**src/rtl/lock_guard.sv**
```systemverilog
// lock_guard: attempt-limiting front end between the keypad scanner and the
// code decider. It forwards each key press as a one-cycle code/valid pulse,
// judges every 5-key entry from the decider's verdict flags, and enters a
// timed lockout (keys swallowed, alarm raised) after MAX_FAIL consecutive
// failed entries.
//
// Optional feature: define LOCK_GUARD_AUTO_RELOCK_EN to build the OPEN hold
// counter that pulses relock_req every RELOCK_CYCLES cycles of dec_open.
// Without it relock_req is tied low.
module lock_guard #(
  parameter int MAX_FAIL       = 3,     // 1..7
  parameter int VERDICT_CYCLES = 4,     // >= 1
  parameter int LOCKOUT_CYCLES = 1000,  // >= 1
  parameter int RELOCK_CYCLES  = 5000   // auto-relock only
) (
  input  logic       clk,
  input  logic       reset_1,
  input  logic [3:0] key_code_in,
  input  logic       key_valid_in,
  input  logic       dec_open,
  input  logic       dec_save,
  input  logic       dec_change,
  output logic [3:0] code_out,
  output logic       valid_out,
  output logic       lockout,
  output logic       alarm,
  output logic [2:0] fail_cnt,
  output logic       relock_req
);

  localparam int VT_W = $clog2(VERDICT_CYCLES + 1);
  localparam int LT_W = $clog2(LOCKOUT_CYCLES + 1);

  typedef enum logic [3:0] {
    IDLE    = 4'b0001,
    COLLECT = 4'b0010,
    VERDICT = 4'b0100,
    LOCKOUT = 4'b1000
  } state_t;

  state_t          state;
  logic [2:0]      kidx;
  logic [VT_W-1:0] vtimer;
  logic [LT_W-1:0] ltimer;
  logic            key_valid_d;

  logic            key_edge;
  logic            dec_any;
  logic [2:0]      fail_next;

  // A key counts only on its rising edge, so a key held across any state
  // change can never be forwarded twice.
  assign key_edge  = key_valid_in & ~key_valid_d;
  assign dec_any   = dec_open | dec_save | dec_change;
  assign fail_next = fail_cnt + 3'd1;

  // Main controller: key forwarding, entry counting, verdict window, lockout.
  always_ff @(posedge clk) begin
    if (!reset_1) begin
      state       <= IDLE;
      kidx        <= 3'd0;
      vtimer      <= '0;
      ltimer      <= '0;
      key_valid_d <= 1'b0;
      code_out    <= 4'd0;
      valid_out   <= 1'b0;
      lockout     <= 1'b0;
      alarm       <= 1'b0;
      fail_cnt    <= 3'd0;
    end else begin
      // NOTE: every register here uses non-blocking assignment so all state
      // updates see the values from before this edge, independent of order.
      key_valid_d <= key_valid_in;
      // NOTE: valid_out is defaulted low each cycle and only raised on a
      // forwarded key, which is what makes it a single-cycle strobe.
      valid_out   <= 1'b0;

      unique case (state)
        IDLE: begin
          if (key_edge) begin
            code_out  <= key_code_in;
            valid_out <= 1'b1;
            kidx      <= 3'd1;
            state     <= COLLECT;
          end
        end

        COLLECT: begin
          if (key_edge) begin
            code_out  <= key_code_in;
            valid_out <= 1'b1;
            if (kidx == 3'd4) begin
              kidx   <= 3'd0;
              vtimer <= VT_W'(VERDICT_CYCLES - 1);
              state  <= VERDICT;
            end else begin
              kidx <= kidx + 3'd1;
            end
          end
        end

        VERDICT: begin
          // Keys are dropped here; a flag on the expiry cycle still wins.
          if (dec_any) begin
            fail_cnt <= 3'd0;
            state    <= IDLE;
          end else if (vtimer == '0) begin
            if (fail_next == 3'(MAX_FAIL)) begin
              fail_cnt <= 3'(MAX_FAIL);
              ltimer   <= LT_W'(LOCKOUT_CYCLES - 1);
              lockout  <= 1'b1;
              alarm    <= 1'b1;
              state    <= LOCKOUT;
            end else begin
              fail_cnt <= fail_next;
              state    <= IDLE;
            end
          end else begin
            vtimer <= vtimer - VT_W'(1);
          end
        end

        LOCKOUT: begin
          // Keys are dropped, including one arriving on the exit cycle.
          if (ltimer == '0) begin
            fail_cnt <= 3'd0;
            lockout  <= 1'b0;
            alarm    <= 1'b0;
            state    <= IDLE;
          end else begin
            ltimer <= ltimer - LT_W'(1);
          end
        end

        default: state <= IDLE;
      endcase
    end
  end

`ifdef LOCK_GUARD_AUTO_RELOCK_EN
  localparam int RH_W = $clog2(RELOCK_CYCLES + 1);

  logic [RH_W-1:0] hold_cnt;

  // Count consecutive OPEN cycles and request a relock every RELOCK_CYCLES.
  always_ff @(posedge clk) begin
    if (!reset_1) begin
      hold_cnt   <= '0;
      relock_req <= 1'b0;
    end else if (dec_open) begin
      if (hold_cnt == RH_W'(RELOCK_CYCLES - 1)) begin
        hold_cnt   <= '0;
        relock_req <= 1'b1;
      end else begin
        hold_cnt   <= hold_cnt + RH_W'(1);
        relock_req <= 1'b0;
      end
    end else begin
      hold_cnt   <= '0;
      relock_req <= 1'b0;
    end
  end
`else
  assign relock_req = 1'b0;
`endif

endmodule

```
**config.mk**
```make
export PLATFORM = sky130hd
export DESIGN_NAME = lock_guard
export DESIGN_NICKNAME = d
export VERILOG_FILES = /design/src/rtl/lock_guard.sv
export SDC_FILE = /design/constraint.sdc
export NUM_CORES = 1
export LEC_CHECK = 0
export CELL_PAD_IN_SITES_DETAIL_PLACEMENT = 1
export CELL_PAD_IN_SITES_GLOBAL_PLACEMENT = 1
export CORE_ASPECT_RATIO = 1.5
export CORE_UTILIZATION = 30
export CTS_CLUSTER_SIZE = 14
export DETAILED_ROUTE_END_ITERATION = 10
export HOLD_SLACK_MARGIN = 0.08
export PLACE_DENSITY = 0.73
export SLEW_MARGIN = 20
export SYNTH_ARGS = -nofsm -noshare
export SYNTH_HDL_FRONTEND = slang
export SYNTH_SLANG_ARGS = --single-unit
```
**constraint.sdc**
```tcl
create_clock -name clk -period 3.4 [get_ports clk]
set_clock_uncertainty 0.05 [all_clocks]
set_input_delay 0.68 -clock clk [delete_from_list [all_inputs] [get_ports clk]]
set_output_delay 0.68 -clock clk [all_outputs]
set_load 0.05 [all_outputs]
```
==> results.yml <==
run_status:
  status: "completed"
floorplanning:
  fp.dieH_um: 91.9
  number_of_placement_rows: 32
  area_enclosed_by_the_die_boundary_sq_um: 5690
  floorplan.initialDensity: 0.313
  coreArea_sq_um: 5160
  io_pins: 21
  floorplan.die.width_um: 61.9
worst_hold_path:
  hp-class: "flop to flop"
timing:
  setup_repair_after_global_routing_missed_its_margin: "false"
  finalMaxSlewViolations: 0
  fmaxAchievable_ghz: 0.437
  fin_worst_hold_slack_ps: 404
  finalSetupViolCount: 0
  max_slew_margin: 0.457
  timing.final.crit_period_ps: 2290
  timing.setup.tns_ps: 0
  final_hold_viol_count: 0
  layout_worst_path_cycle_share: 0.673
  worstMarginPinSlew_ps: 802
synthesis:
  postSynth.topFlopCell: "sky130_fd_sc_hd__dfxtp_1"
  synth_area_leader_cell: "sky130_fd_sc_hd__dfxtp_1"
  synth.ff_latch_count: 30
  post_syn_area_per_cell_sq_um: 8.59
  synth_top_area_share: 0.372
  async_reset_ff_frac: 0
  synth_cell_type_count: 50
  syn-cell-area_sq_um: 1620
  synth_nets: 205
  synth_edf_count: 0
  yosys-top-cells-count: "30 x sky130_fd_sc_hd__dfxtp_1, 18 x sky130_fd_sc_hd__a21oi_1, 14 x sky130_fd_sc_hd__nand2_1, 11 x sky130_fd_sc_hd__nor3_1, 10 x sky130_fd_sc_hd__inv_1"
  syn-instance-count: 188
  yosys_warnings: 0
  synth.top_cells.by_area: "sky130_fd_sc_hd__dfxtp_1 37%, sky130_fd_sc_hd__a21oi_1 5.6%, sky130_fd_sc_hd__ha_1 5.4%"
  synth_most_common_cell: "sky130_fd_sc_hd__dfxtp_1"
  ys_seq_area_frac: 0.372
final_layout:
  final_nets: 225
  register_area_sq_um: 601
  layout-drive-gt1-share: 0.0861
  layout-area-overhead-vs-synth_pct: 21.5
  area_of_the_multi_input_gates_sq_um: 931
  diodes: 0
  instances_no_fill: 277
  number_of_filler_instances_in_the_final_layout: 619
global_route:
  grt_antenna_before_repair: 0
  largest_net_degree_at_the_start_of_global_routing: 16
  first_global_vias: 1533
  grt_usage: 0.170
  grt_overflow_total: 0
  grt_first_pass_wirelength_um: 7160
critical_path:
  slowest_stage_cell_on_the_critical_path: "sky130_fd_sc_hd__nor3_1"
  timing.critical_path.to_type: "flop"
  regToRegSetupSlack_ps: 1300
  setup.worst_path.start_class: "input port"
  cp_cell_sequence: "clkdlybuf4s50_1 > nor3_1 > nor3b_4 > a21oi_1 > a211oi_1"
  worstPathRequired_ps: 3530
  critical_path.max_fanout: 7
  critical-path-max-stage-delay_ps: 490
  timing.critical_path.arrival_ps: 2420
  critical_path_class: "input port to flop"
place:
  dp_hpwl_um: 3250
  port_buffers: 19
  routabilityCongestion: 0.780
  placedCellCount: 269
drt:
  post_drt_wl_per_cell_um: 15.3
  drtIter0Drc: 79
  drcViolationCount: 0
  routed_vias: 1493
  detail_route.wirelength_um: 4240
  detailedRoute.firstPassIterationCount: 4
  vias_per_cell: 5.39
  ant_nets: 0
cts:
  clock_sink_count: 30
  post_cts_resize_count: 0
  post_cts_hold_buffer_count: 0
  worst_skew_pair.late_latency_ps: 270
  path_clk_slew_ps: 70
  clock_buffers_created_by_tritoncts: 5
  postCtsSetupRepairBufs: 0
  ctsHtreeMaxLevel: 2
  cts.root.buffer_cell: "sky130_fd_sc_hd__clkbuf_8"
  tritoncts: "done"
  ctsLongestPathBuffers: 2
run:
  max_cap_violations: 0
power_and_ir_drop:
  max-vdd-ir-drop_v: 0.000178
  power-per-cell-area_nw_per_um2: 385
  final_total_pwr_mw: 0.756
  total_leakage_power_nw: 0.724
## where the power goes
group	switching, mW	internal (mW)	total [mW]
sequential	0.00892	0.361	0.370
clock	0.137	0.163	0.300
combinational	0.0529	0.0331	0.0859
## flip-flops by register name, summed over array words and instances (netlist names)
| signal | count |
|---|---|
| code_out | 4 |
| alarm | 1 |
| kidx | 3 |
| valid_out | 1 |
| ltimer | 10 |
| key_valid_d | 1 |
| state | 4 |
| fail_cnt | 3 |
| vtimer | 3 |
## per-layer routing
metal / wire, um / part of all wire / global-route usage / vias up
li1: - / - / - / 736
met1: 1720 / 0.41 / 0.186 / 734
met2: 2390 / 0.56 / 0.301 / 19
met3: 75 / 0.018 / 0.0367 / 4
met4: 57 / 0.013 / 0.0667 / 0
met5: 0 / 0 / 0 / -
## placed cells by master (no fill, tap or decap), drive strengths merged, types with 2 or more instances in the layout
cell type and instances:
o22ai 4, clkbuf 7, a31oi 3, and2 7, inv 10, nor4b 4
ha 7, clkdlybuf4s50 19, nor3 11, a22oi 3, and3 2, dfxtp 30
or4b 3, a21oi 18, and4 2, buf 3, o31a 2, nand3 6
mux2i 4, nand4 2, a211oi 2, o21a 2, nor2 9, nand2 14
o21ai 7, nand3b 2, nor4 4, clkinv 2, xnor2 2, nor2b 2
or4 3
## metrics by stage
step            util  instance area [sq um]  setup slack [ps]
2_1_floorplan      -                   1620              1490
3_3_place_gp   0.362                   1870               891
3_5_place_dp   0.362                   1870               764
4_1_cts        0.380                   1960              1070
5_1_grt        0.380                   1960               906
6_report       0.380                   1960              1110
## final cells by class
cell class	instances	share of cell area
multi-input combinational	138	0.474
sequential	30	0.306
timing repair buffer	22	0.108
clock buffer	7	0.0440
tap	68	0.0434
inverter	11	0.0210
clock inverter	1	0.00255
## worst max-delay path, delay by kind of cell
| kind | cells | cell delay, ps |
|---|---|---|
| AO/OA/AOI/OAI | 2 | 430 |
| buffers and inverters | 1 | 400 |
| AND/OR/NAND/NOR | 2 | 910 |
## worst paths after layout
check,from,to,cells after the start
worst max-delay path,dec_save,vtimer[0],5
worst min-delay path,code_out[3],code_out[3],2
worst max register to register,state[2],ltimer[1],4
worst min register to register,code_out[3],code_out[3],2
## cell families (layout without fill, tap and decap cells)
logic type | Yosys count | count (layout) | share of synthesized area
compound gates | 49 | 49 | 0.201
xor+xnor | 2 | 2 | 0.0108
fa+ha+maj | 7 | 7 | 0.0542
buf+inv | 20 | 41 | 0.0519
flops | 30 | 30 | 0.372
mux | 4 | 4 | 0.0248
other cells | 1 | 1 | 0.00232
simple gates | 75 | 75 | 0.284
Note: power is estimated with default switching activity, not from simulation.
